File: config.mk
export PLATFORM = sky130hd
export DESIGN_NAME = prog_ctr
export DESIGN_NICKNAME = d
export VERILOG_FILES = /design/src/rtl/cpu_pkg.sv /design/src/rtl/ret_stack.sv /design/src/rtl/prog_ctr.sv
export SDC_FILE = /design/constraint.sdc
export NUM_CORES = 1
export LEC_CHECK = 0
export ABC_AREA = 1
export BUFFER_PORTS_ARGS = -buffer_cell sky130_fd_sc_hd__buf_2
export CAP_MARGIN = 10
export CORE_ASPECT_RATIO = 0.9
export CORE_MARGIN = 5
export CORE_UTILIZATION = 50
export DETAILED_ROUTE_END_ITERATION = 10
export PLACE_DENSITY = 0.7
export SYNTH_ARGS = -nofsm -noshare
export SYNTH_HDL_FRONTEND = slang
export SYNTH_SLANG_ARGS = --single-unit
File: constraint.sdc
create_clock -name clk -period 2.5 [get_ports clk]
set_input_delay 0.25 -clock clk [delete_from_list [all_inputs] [get_ports clk]]
set_output_delay 0.25 -clock clk [all_outputs]
set_load 0.02 [all_outputs]
File: src/rtl/cpu_pkg.sv
// Shared types for the teaching-CPU sequencing logic: FSM state codes and next-pc select codes.
// Latency: n/a (package only).
// Backpressure: n/a (package only).
package cpu_pkg;

  // Controller state. These are plain constants so older tools can still read them.
  typedef logic [1:0] state_t;
  localparam state_t ST_IDLE = 2'd0;
  localparam state_t ST_RUN  = 2'd1;
  localparam state_t ST_DONE = 2'd2;

  // Source of the next fetch address.
  typedef logic [2:0] pcsel_t;
  localparam pcsel_t SEL_HOLD = 3'd0;  // keep current pc
  localparam pcsel_t SEL_ZERO = 3'd1;  // restart at address 0
  localparam pcsel_t SEL_INC  = 3'd2;  // sequential pc+1
  localparam pcsel_t SEL_TGT  = 3'd3;  // jump/branch/call target
  localparam pcsel_t SEL_POP  = 3'd4;  // return address from stack

endpackage

File: src/rtl/ret_stack.sv
// Return-address LIFO: DEPTH entries of W bits with push/pop and full/empty flags.
// Latency: push/pop take effect on the clock edge; top_dat is combinational from the current top entry.
// Backpressure: none; push when full and pop when empty are ignored, the caller checks full/empty first.
//
// Ports:
//   clk, reset      - clock, synchronous active-high reset (empties the stack)
//   clear           - synchronous empty request (program restart)
//   push, push_dat  - write push_dat on top of the stack
//   pop             - discard the top entry
//   top_dat         - current top entry (meaningful when !empty)
//   full, empty     - occupancy flags
module ret_stack #(
  parameter int DEPTH = 4,
  parameter int W     = 10
) (
  input  logic         clk,
  input  logic         reset,
  input  logic         clear,
  input  logic         push,
  input  logic         pop,
  input  logic [W-1:0] push_dat,
  output logic [W-1:0] top_dat,
  output logic         full,
  output logic         empty
);

  localparam int AW = $clog2(DEPTH);
  localparam logic [AW:0] DEPTH_CNT = (AW+1)'(DEPTH);

  logic [W-1:0]  mem [DEPTH];
  // sp counts valid entries; one extra bit so "full" is distinguishable from "empty".
  logic [AW:0]   sp;
  logic [AW-1:0] wr_idx;
  logic [AW-1:0] rd_idx;
  logic          do_push;
  logic          do_pop;

  assign wr_idx  = sp[AW-1:0];
  assign rd_idx  = AW'(sp - 1'b1);
  assign full    = (sp == DEPTH_CNT);
  assign empty   = (sp == '0);
  assign top_dat = mem[rd_idx];
  assign do_push = push && !full;
  assign do_pop  = pop && !empty && !push;

  always_ff @(posedge clk) begin
    if (reset || clear) begin
      sp <= '0;
    end else if (do_push) begin
      sp <= sp + 1'b1;
    end else if (do_pop) begin
      sp <= sp - 1'b1;
    end
  end

  // Storage needs no reset: entries are only read below sp.
  always_ff @(posedge clk) begin
    if (do_push && !reset && !clear) begin
      mem[wr_idx] <= push_dat;
    end
  end

endmodule

File: src/rtl/prog_ctr.sv
// Program counter and IDLE/RUN/DONE sequencer with call/return stack and saturating run-cycle counter.
// Latency: one cycle from control strobe to new pc; running/done/fault/cycles are registered.
// Backpressure: none; start is ignored while running, stack overflow/underflow ends the run with fault.
//
// Ports:
//   clk, reset                - clock, synchronous active-high reset (highest priority)
//   start                     - begin program at address 0 when idle or done
//   halt, jump, brz, zero     - decoder strobes and ALU zero flag
//   call, ret                 - subroutine call / return strobes
//   abs_mode, offset          - target is offset (absolute) or pc+offset (relative, signed)
//   pc                        - registered fetch address
//   running, done, fault      - state flags; fault is sticky until the next start
//   cycles                    - RUN cycles since last start, saturating
module prog_ctr
  import cpu_pkg::*;
#(
  parameter int PC_W    = 10,
  parameter int OFF_W   = 8,
  parameter int STACK_D = 4,
  parameter int CNT_W   = 16
) (
  input  logic             clk,
  input  logic             reset,
  input  logic             start,
  input  logic             halt,
  input  logic             jump,
  input  logic             brz,
  input  logic             zero,
  input  logic             abs_mode,
  input  logic             call,
  input  logic             ret,
  input  logic [OFF_W-1:0] offset,
  output logic [PC_W-1:0]  pc,
  output logic             running,
  output logic             done,
  output logic             fault,
  output logic [CNT_W-1:0] cycles
);

  state_t          state;
  state_t          state_nxt;
  pcsel_t          pc_sel;
  logic [PC_W-1:0] pc_nxt;
  logic [PC_W-1:0] pc_inc;
  logic [PC_W-1:0] off_rel;
  logic [PC_W-1:0] off_abs;
  logic [PC_W-1:0] tgt;
  logic [PC_W-1:0] stk_top;
  logic            stk_full;
  logic            stk_empty;
  logic            stk_push;
  logic            stk_pop;
  logic            fault_set;
  logic            init;

  // Size casts do the width work: the signed cast sign-extends (or truncates)
  // for relative mode, the unsigned one zero-extends (or truncates) for absolute.
  // Both sums then wrap naturally modulo 2^PC_W.
  assign off_rel = PC_W'($signed(offset));
  assign off_abs = PC_W'(offset);
  assign tgt     = abs_mode ? off_abs : (pc + off_rel);
  assign pc_inc  = pc + 1'b1;

  always_comb begin
    state_nxt = state;
    pc_sel    = SEL_HOLD;
    stk_push  = 1'b0;
    stk_pop   = 1'b0;
    fault_set = 1'b0;
    init      = 1'b0;
    case (state)
      ST_RUN: begin
        // Strict priority: halt > ret > call > jump > taken branch > sequential.
        if (halt) begin
          state_nxt = ST_DONE;
        end else if (ret) begin
          if (stk_empty) begin
            fault_set = 1'b1;
            state_nxt = ST_DONE;
          end else begin
            stk_pop = 1'b1;
            pc_sel  = SEL_POP;
          end
        end else if (call) begin
          if (stk_full) begin
            fault_set = 1'b1;
            state_nxt = ST_DONE;
          end else begin
            stk_push = 1'b1;
            pc_sel   = SEL_TGT;
          end
        end else if (jump || (brz && zero)) begin
          pc_sel = SEL_TGT;
        end else begin
          pc_sel = SEL_INC;
        end
      end
      default: begin
        // IDLE and DONE both wait for start; an unused code behaves like IDLE.
        if (start) begin
          init      = 1'b1;
          state_nxt = ST_RUN;
          pc_sel    = SEL_ZERO;
        end
      end
    endcase
  end

  always_comb begin
    pc_nxt = pc;
    case (pc_sel)
      SEL_ZERO: pc_nxt = '0;
      SEL_INC:  pc_nxt = pc_inc;
      SEL_TGT:  pc_nxt = tgt;
      SEL_POP:  pc_nxt = stk_top;
      default:  pc_nxt = pc;
    endcase
  end

  always_ff @(posedge clk) begin
    if (reset) begin
      state   <= ST_IDLE;
      pc      <= '0;
      running <= 1'b0;
      done    <= 1'b0;
      fault   <= 1'b0;
      cycles  <= '0;
    end else begin
      state   <= state_nxt;
      pc      <= pc_nxt;
      running <= (state_nxt == ST_RUN);
      done    <= (state_nxt == ST_DONE);
      if (init) begin
        fault  <= 1'b0;
        cycles <= '0;
      end else if (state == ST_RUN) begin
        // The halting/faulting cycle is itself a RUN cycle and is counted.
        if (fault_set) begin
          fault <= 1'b1;
        end
        if (cycles != '1) begin
          cycles <= cycles + 1'b1;
        end
      end
    end
  end

  ret_stack #(
    .DEPTH (STACK_D),
    .W     (PC_W)
  ) u_ret_stack (
    .clk      (clk),
    .reset    (reset),
    .clear    (init),
    .push     (stk_push),
    .pop      (stk_pop),
    .push_dat (pc_inc),
    .top_dat  (stk_top),
    .full     (stk_full),
    .empty    (stk_empty)
  );

endmodule

=== Word-level counts from Yosys, hierarchy flattened ===
Memories as Yosys holds them, arrays and structs flattened.
Index checks and enable logic that the tools add are counted.

* Add/subtract/negate cells: 5
* Equality and inequality tests: 9
* Multiplexer cells: 38
* Reductions and logical operators: 19

{| class="wikitable"
|+ Operator list
! cell !! number
|-
| one-hot mux 10 bit (4 select lines) || 1
|-
| 2-to-1 mux 1 bit || 21
|-
| 2-to-1 mux 3 bit || 7
|-
| adder 16 x 1 -> 16 bit, second input constant || 1
|-
| 2-to-1 mux 2 bit || 8
|-
| inequality test 16 bit, second input constant || 1
|-
| adder 10 x 1 -> 10 bit, second input constant || 1
|-
| adder 10 bit || 1
|-
| 2-to-1 mux 10 bit || 1
|-
| equality test 3 x 2 -> 1 bit, second input constant || 2
|-
| equality test 3 bit, second input constant || 2
|-
| logical AND 1 bit || 6
|-
| logical NOT 1 bit || 5
|-
| equality test 2 x 1 -> 1 bit, second input constant || 2
|-
| AND reduction 2 bit || 2
|-
| nonzero test 4 bit || 1
|-
| adder 3 x 1 -> 3 bit, second input constant || 1
|-
| equality test 3 x 1 -> 1 bit, second input constant || 1
|-
| logical NOT 3 bit || 1
|-
| subtractor 3 x 1 -> 3 bit, second input constant || 1
|-
| equality test 2 bit, second input constant || 1
|-
| logical OR 1 bit || 2
|-
| nonzero test 2 bit || 1
|-
| OR reduction 2 bit || 1
|}

* Register bits: 34
* Memory bits (writable): 40
* Bits of input ports: 18
* Output and inout bits: 29
* Memories: 1

{| class="wikitable"
|+ Memories
! memory !! depth !! width !! read ports !! clocked after Yosys merged registers in !! write ports !! RTL line !! text
|-
| u_ret_stack.mem || 4 || 10 || 1 || 0 || 1 || ret_stack.sv:30 || <nowiki>logic [W-1:0] mem [DEPTH];</nowiki>
|}

=== Depth between registers and ports, before layout ===
Gate-level depths: netlist (run 1).

* Word-level depth: 11
* Gate-level depth with buffers: 13

=== By module ===
From an unflattened synthesis (run 1), not the netlist that was laid out.

* Cells, all modules: 566
* Area, all modules: 4,295.4 µm²

{| class="wikitable"
|+ By module, submodules not included
! module !! times used !! cells an instance !! area an instance (µm²) !! sequential area each (µm²)
|-
| prog_ctr || 1 || 413 || 2,492.4 || 620.6
|-
| ret_stack || 1 || 153 || 1,803.0 || 1,261.2
|}

=== Worst setup path after synthesis (run 1) ===
Ideal clock, no wire load.

* Path kind: reg-to-reg
* Start point: register u_ret_stack.sp[0]
* End point: memory u_ret_stack.mem[1][0], enable pin
* Arrival: 1,770 ps
* Slack: 353 ps
* Stages on the path, launching flop included: 9
* Path through: dfxtp_1 inv_1 clkbuf_1 ha_1 nand2_1 nand3_1 nor2_2 nand2_1 nor2_1

* Word-level cells in the longest chain between the ends: 11

{| class="wikitable"
|+ Ends and longest elaborated chain
! element !! RTL line !! text
|-
| start: declaration || ret_stack.sv:32 || <nowiki>logic [AW:0] sp;</nowiki>
|-
| start signal: assignment || ret_stack.sv:50 || <nowiki>sp <= sp + 1'b1;</nowiki>
|-
| start signal: assignment || ret_stack.sv:52 || <nowiki>sp <= sp - 1'b1;</nowiki>
|-
| equality test 3 bit || ret_stack.sv:40 || <nowiki>assign full = (sp == DEPTH_CNT);</nowiki>
|-
| 2-to-1 mux 1 bit || prog_ctr.sv:85 || <nowiki>if (stk_full) begin</nowiki>
|-
| 2-to-1 mux 1 bit || prog_ctr.sv:84 || <nowiki>end else if (call) begin</nowiki>
|-
| 2-to-1 mux 1 bit || prog_ctr.sv:76 || <nowiki>end else if (ret) begin</nowiki>
|-
| 2-to-1 mux 1 bit || prog_ctr.sv:74 || <nowiki>if (halt) begin</nowiki>
|-
| 2-to-1 mux 1 bit || prog_ctr.sv:71 || <nowiki>case (state)</nowiki>
|-
| logical AND 1 bit || ret_stack.sv:43 || <nowiki>assign do_push = push && !full;</nowiki>
|-
| logical AND 1 bit (2 in a row) || ret_stack.sv:58 || <nowiki>if (do_push && !reset && !clear) begin</nowiki>
|-
| 2-to-1 mux 1 bit || ret_stack.sv:58 ||
|-
| 2-to-1 mux 1 bit (implied by the code) || ret_stack.sv:59 || <nowiki>mem[wr_idx] <= push_dat;</nowiki>
|-
| end: declaration || ret_stack.sv:30 ||
|}

Parallel ways exist; a longest one is shown, timed or not.

=== Final worst setup path (run 1) ===
* Start point: register cycles[0]
* End point: register cycles[0]

* Word-level cells in the longest chain between the ends: 2

{| class="wikitable"
|+ Ends and longest elaborated chain
! element !! RTL line !! text
|-
| start: declaration || prog_ctr.sv:37 || <nowiki>output logic [CNT_W-1:0] cycles</nowiki>
|-
| start signal: assignment || prog_ctr.sv:142 || <nowiki>cycles <= cycles + 1'b1;</nowiki>
|-
| parallel branches: the longest is 2 deep, another holds adder 16 x 1 -> 16 bit || n/a ||
|}

Parallel ways; which one is timed is not known.
A chain may end at the register's enable or synchronous reset.

==> metrics, run 1 <==
outcome finished clean; number of nets in the layout 646; Power Density slightly above 500 mW/mm2; synthesized area roughly 0.0042 mm2; WL per Instance ~14 um; final clock skew around 0.011 ns; post-synthesis sequential area ratio 0.445; num ports 47; Overflow after GRT 0; final period utilization 0.774; Filler cells 780; Hold Fails Final Rpt 0; Vias/cell around 5.3; Yosys warnings 0; unrepaired setup endpoints after global routing no; Die H between 90 and 100 um; starting density of the core 0.519; layout cell share with drive strength beyond 1 0.153; Fmax between 0.5 and 0.6 GHz; Synth Area in Compound Gates 0.0822; Sink Count 74; Setup-failing EPs final 0; Clock Latency Late Sink 0.36 ns; Hold WC Path Type input pin to register; launching element type of the critical path register; die width ~110 um; Post-synth EDFFs 40; ys flop type edfxtp_1; Initial DRC Count 228; multiplexer area fraction after synthesis 0; Tot GR Track Use 0.202; Critical Path RT approximately 2.7 ns; Leak Pwr between 2 and 2.5 nW; first-pass GRT wire length between 15 and 20 mm; CTS Buffer Depth 2; Post-Synth XOR/XNOR Area 0.0331; # DRC 0; Rows 31; DIE AREA approximately 0.010 mm2; Async S/R FF share, synth 0; Post-Syn Nets between 500 and 600; Yosys top cell by area edfxtp_1; setup TNS 0 ns; WL final just over 10 mm; DRT Pass-1 Iters 5; Synth area leaders edfxtp_1 28%, dfxtp_1 16%, nand2_1 13%; Synth Area per Inst 7.61 um2; Synth top area share 0.284; Reg clk slew, reported paths 0.08 ns; Post-CTS Setup Bufs 0; largest family of logic cells by synthesized area simple AND/OR/NAND/NOR gates; I/O Buffers 46; Rel. slew slack 0.712; max-slew violations 0; Post-CTS Hold Buffers 0; GP Congestion about 0.85; area grow syn2layout 13.5%; top-count cell post-synth nand2_1; Netlist cell types 34; Worst-Margin Slew between 0.4 and 0.5 ns; CTS Root Cell clkbuf_8; post-synthesis adder-cell area fraction 0.0521; critical path type register to register; initial antenna violation count 0; Worst setup EP type register; Post-synth top cells 147 x nand2_1, 72 x nor2_1, 67 x inv_1, 46 x nand3_1, 40 x edfxtp_1; area of the multi-input gates about 0.0020 mm2; via count between 3000 and 4000; area taken by flip-flops and latches about 0.0019 mm2; TritonCTS buffer count 9; max_cap viols 0; Synth Register Bits between 70 and 80; Syn Inst Count 556; H-tree levels 3; critical path arrival around 2.2 ns; pin count of the biggest net entering global routing 25; final total power between 2 and 2.5 mW; hpwl dp ~7.6 mm; Antenna Cells 0; core area approximately 0.0081 mm2; post-cts resize count 0; crit path time final 1.93 ns; CTS tree built; vias in the first global route 3498; Synth Area in Simple Gates 0.307; remaining antenna violation count 0; worst-path maximum fanout 18; VDD IR-drop max between 0.3 and 0.4 mV
## through the flow
step	hold slack [ns]	utilization	cells	area, um2	setup slack, ns
finish	0.202	0.589	715	4800	0.566
global route	0.210	0.589	715	4800	0.310
CTS	0.189	0.589	715	4800	0.589
detailed placement	0.457	0.563	699	4580	0.600
global placement	0.435	0.563	699	4580	0.652
floorplan	0.322	-	556	4230	0.353
## logic make-up after synthesis
group,Yosys count
fa+ha+maj,17
simple gates,300
buf+inv,84
xor+xnor,16
compound gates,65
flops,74
## report_power, final
part	internal [mW]	switching, mW
clock network	0.560	0.451
logic	0.0593	0.125
registers	1.28	0.0117
total	1.90	0.587
## registers in the layout (all words and copies together), names as in the netlist
signal / flops
cycles: 16
done: 1
fault: 1
pc: 10
running: 1
state: 2
u_ret_stack.mem: 40
u_ret_stack.sp: 3
## critical path, stage by stage, from the launching register on
cell,delay [ns]
dfxtp_1,0.42
ha_1,0.18
inv_1,0.07
nor2_2,0.23
nand4_1,0.14
nand2_2,0.29
inv_2,0.21
o21ai_0,0.21
a21oi_1,0.06
## layer usage
layer,wire length [um],vias to the layer above,global-route usage
met1,4660,1748,0.270
met4,48,0,0.0423
met3,593,4,0.0565
li1,-,1906,-
met5,0,-,0
met2,4900,99,0.329
## cell type report
type                       instances  area share
clock buffer                       9      0.0258
clock inverter                     7      0.0193
inverter                          73      0.0571
multi-input combinational        398       0.418
sequential                        74       0.392
tap                               99      0.0258
timing repair buffer              55      0.0620
## path summary, 6_finish.rpt
kind	cells past startpoint	slack (ns)	to	from
min reg2reg	2	0.46	fault	fault
min	2	0.20	pc[3]	reset
max reg2reg	8	0.57	cycles[0]	cycles[0]
max	8	0.57	cycles[0]	cycles[0]
## cells in the final DEF, fill, tap and decap left out, types with 2 or more instances in the layout
cell type,synthesis,layout
edfxtp_1,40,40
buf_4,0,9
nor3_2,2,2
nor2_1,72,72
inv_1,67,67
o22ai_1,3,3
nand2_1,147,147
bufinv_16,0,2
ha_1,16,16
nor3_1,8,8
buf_2,3,46
a21oi_1,28,28
nor2_4,3,3
clkinvlp_4,0,2
o21ai_1,2,2
nand3b_1,3,3
nor2_2,4,4
xnor2_1,8,8
o21ai_0,26,26
or2_2,2,2
clkbuf_8,0,9
dfxtp_1,34,34
nand3_1,46,46
nand2_2,3,3
inv_2,5,5
nand4_1,7,7
clkinv_1,1,2
xor2_1,8,8
o21ai_2,3,3
No activity file was read; power rests on OpenSTA's default activity.
==> inputs of run 2 (changes only) <==
- clock period: 2.5 -> 2 ns (I/O delays scaled with it)
==> run 2 against run 1 <==
Cell area grew 2.7%. Sequential share of layout area fell by 1.0 points. Largest cell class unchanged. Global-route usage shrank 0.20 points. Final cell count up 1.3%. Hold slack worse by 0.046 ns. Flip-flop and latch count is the same. Wire length rose by 0.83%.
==> metrics, run 2 (same netlist as run 1, synthesis figures left out) <==
outcome finished clean (unchanged); WL per Instance 14.2 um (was 14.3 um); Overflow after GRT 0 (unchanged); Post-DP Area 0.00465 mm2 (was 0.00458 mm2); area of the multi-input gates 0.00202 mm2 (was 0.00201 mm2); # DRC 0 (unchanged); number of nets in the layout 655 (was 646); CTS tree built (unchanged); grt met1 use 0.264 (was 0.270); met3 usage 0.0505 (was 0.0565); Rel. slew slack 0.727 (was 0.712); commonest cells after routing, fill and taps aside 146 x nand2_1, 71 x nor2_1, 67 x inv_1 (was 147 x nand2_1, 72 x nor2_1, 67 x inv_1); Worst-Margin Slew 0.408 ns (was 0.430 ns); hpwl dp 7.60 mm (was 7.57 mm); Worst setup EP type register (unchanged); initial antenna violation count 0 (unchanged); unrepaired setup endpoints after global routing no (unchanged); area taken by flip-flops and latches 0.00188 mm2 (unchanged); fin util 0.605 (was 0.589); Filler cells 734 (was 780); max FFs per register 40 (unchanged); crit path time final 1.82 ns (was 1.93 ns); launching element type of the critical path register (unchanged); Post-Layout Cell Count 724 (was 715); layout cell share with drive strength beyond 1 0.170 (was 0.153); Clock Latency Late Sink 0.34 ns (was 0.36 ns); num ports 47 (unchanged); Tot GR Track Use 0.200 (was 0.202); Biggest register u_ret_stack.mem (unchanged); critical path type register to register (unchanged); remaining antenna violation count 0 (unchanged); CP Cell Sequence inv_1, ha_1, nand2_1, nand3_1, nor2_2, nand2_1, nor2_1, buf_4 (was ha_1, inv_1, nor2_2, nand4_1, nand2_2, inv_2, o21ai_0, a21oi_1); met2 Use GR 0.333 (was 0.329); DIE AREA 0.0104 mm2 (unchanged); Power Density 682 mW/mm2 (was 518 mW/mm2); critical path arrival 1.86 ns (was 2.18 ns); max_cap viols 0 (unchanged); Vias/cell 5.24 (was 5.25); Die H 97.3 um (unchanged); VDD IR-drop max 0.560 mV (was 0.349 mV); via count 3797 (was 3757); Post-CTS Setup Bufs 0 (unchanged); CTS Buffer Depth 2 (unchanged); vias in the first global route 3600 (was 3498); Setup-failing EPs final 0 (unchanged); pin count of the biggest net entering global routing 25 (unchanged); global route hottest layer met2 (unchanged); TritonCTS buffer count 9 (unchanged); Rows 31 (unchanged); Hold Fails Final Rpt 0 (unchanged); Top Registers u_ret_stack.mem: 40 flops, cycles: 16 flops, pc: 10 flops (unchanged); worst-path maximum fanout 10 (was 18); CP max-delay cell dfxtp_1 (unchanged); core area 0.00815 mm2 (unchanged); Initial DRC Count 232 (was 228); area grow syn2layout 16.5% (was 13.5%); most common cell after layout, fill and taps aside nand2_1 (unchanged); Antenna Cells 0 (unchanged); Critical Path RT 2.04 ns (was 2.74 ns); CP bufs+invs 2 (unchanged); CTS Root Cell clkbuf_8 (unchanged); max-slew violations 0 (unchanged); Finished Cell Area 0.00493 mm2 (was 0.00480 mm2); DRT Pass-1 Iters 7 (was 5); Hold WC Path Type input pin to register (unchanged); final clock skew 0.00956 ns (was 0.0110 ns); final total power 3.36 mW (was 2.49 mW); die width 107 um (unchanged); I/O Buffers 46 (unchanged); delay-heaviest family, CP simple AND/OR/NAND/NOR gates (unchanged); WL final 10.3 mm (was 10.2 mm); Leak Pwr 2.25 nW (was 2.18 nW); setup slack after layout 0.178 ns (was 0.566 ns); first-pass GRT wire length 16.8 mm (was 17.0 mm); H-tree levels 3 (unchanged); max incr delay on CP 0.38 ns (was 0.42 ns); Placed Cells 708 (was 699); Sink Count 74 (unchanged); final period utilization 0.911 (was 0.774); Fmax 0.549 GHz (was 0.517 GHz); starting density of the core 0.519 (unchanged); GP Congestion 0.857 (was 0.854); Reg clk slew, reported paths 0.08 ns (about the same); post-place setup slack 0.114 ns (was 0.600 ns); cell mode on critical path nand2_1
## run 2: layout make-up
cell class,instances,share of cell area
multi-input combinational,398,0.409
sequential,74,0.382
timing repair buffer,64,0.0741
inverter,73,0.0556
clock inverter,7,0.0287
clock buffer,9,0.0251
tap,99,0.0251
## run 2: stage by stage
step | setup TNS, ns | hold slack (ns)
global placement | 0 | 0.435
detailed placement | 0 | 0.448
CTS | 0 | 0.134
floorplan | -5.87 | 0.272
finish | 0 | 0.156
global route | 0 | 0.136
## run 2: metal layers
metal	vias up	wire length, um
met4	0	87
met3	10	641
met1	1745	4680
met5	-	0
met2	113	4880
li1	1929	-
## run 2: path summary, 6_finish.rpt
| check | startpoint | end | slack, ns | depth (start not counted) |
|---|---|---|---|---|
| worst min-delay path | reset | state[1] | 0.16 | 2 |
| worst min register to register | fault | fault | 0.45 | 2 |
| worst max-delay path | u_ret_stack.sp[1] | u_ret_stack.mem[0][1] | 0.18 | 8 |
| worst max register to register | u_ret_stack.sp[1] | u_ret_stack.mem[0][1] | 0.18 | 8 |
## run 2: worst register-to-register path: stages, from the launching register on
cell and delay, ns:
dfxtp_1 0.38, inv_1 0.11, ha_1 0.22, nand2_1 0.07, nand3_1 0.07, nor2_2 0.18
nand2_1 0.14, nor2_1 0.13, buf_4 0.22
## run 2: repair_timing
item | 4_1_cts | 5_1_grt
gates resized for setup | 0 | 3
hold buffers | 0 | 0
endpoints found under the setup margin | 0 | 7
## run 2: power breakdown
| part | switching [mW] | internal (mW) |
|---|---|---|
| clock | 0.556 | 0.953 |
| sequential | 0.0118 | 1.60 |
| combinational | 0.160 | 0.0804 |
| total | 0.728 | 2.63 |
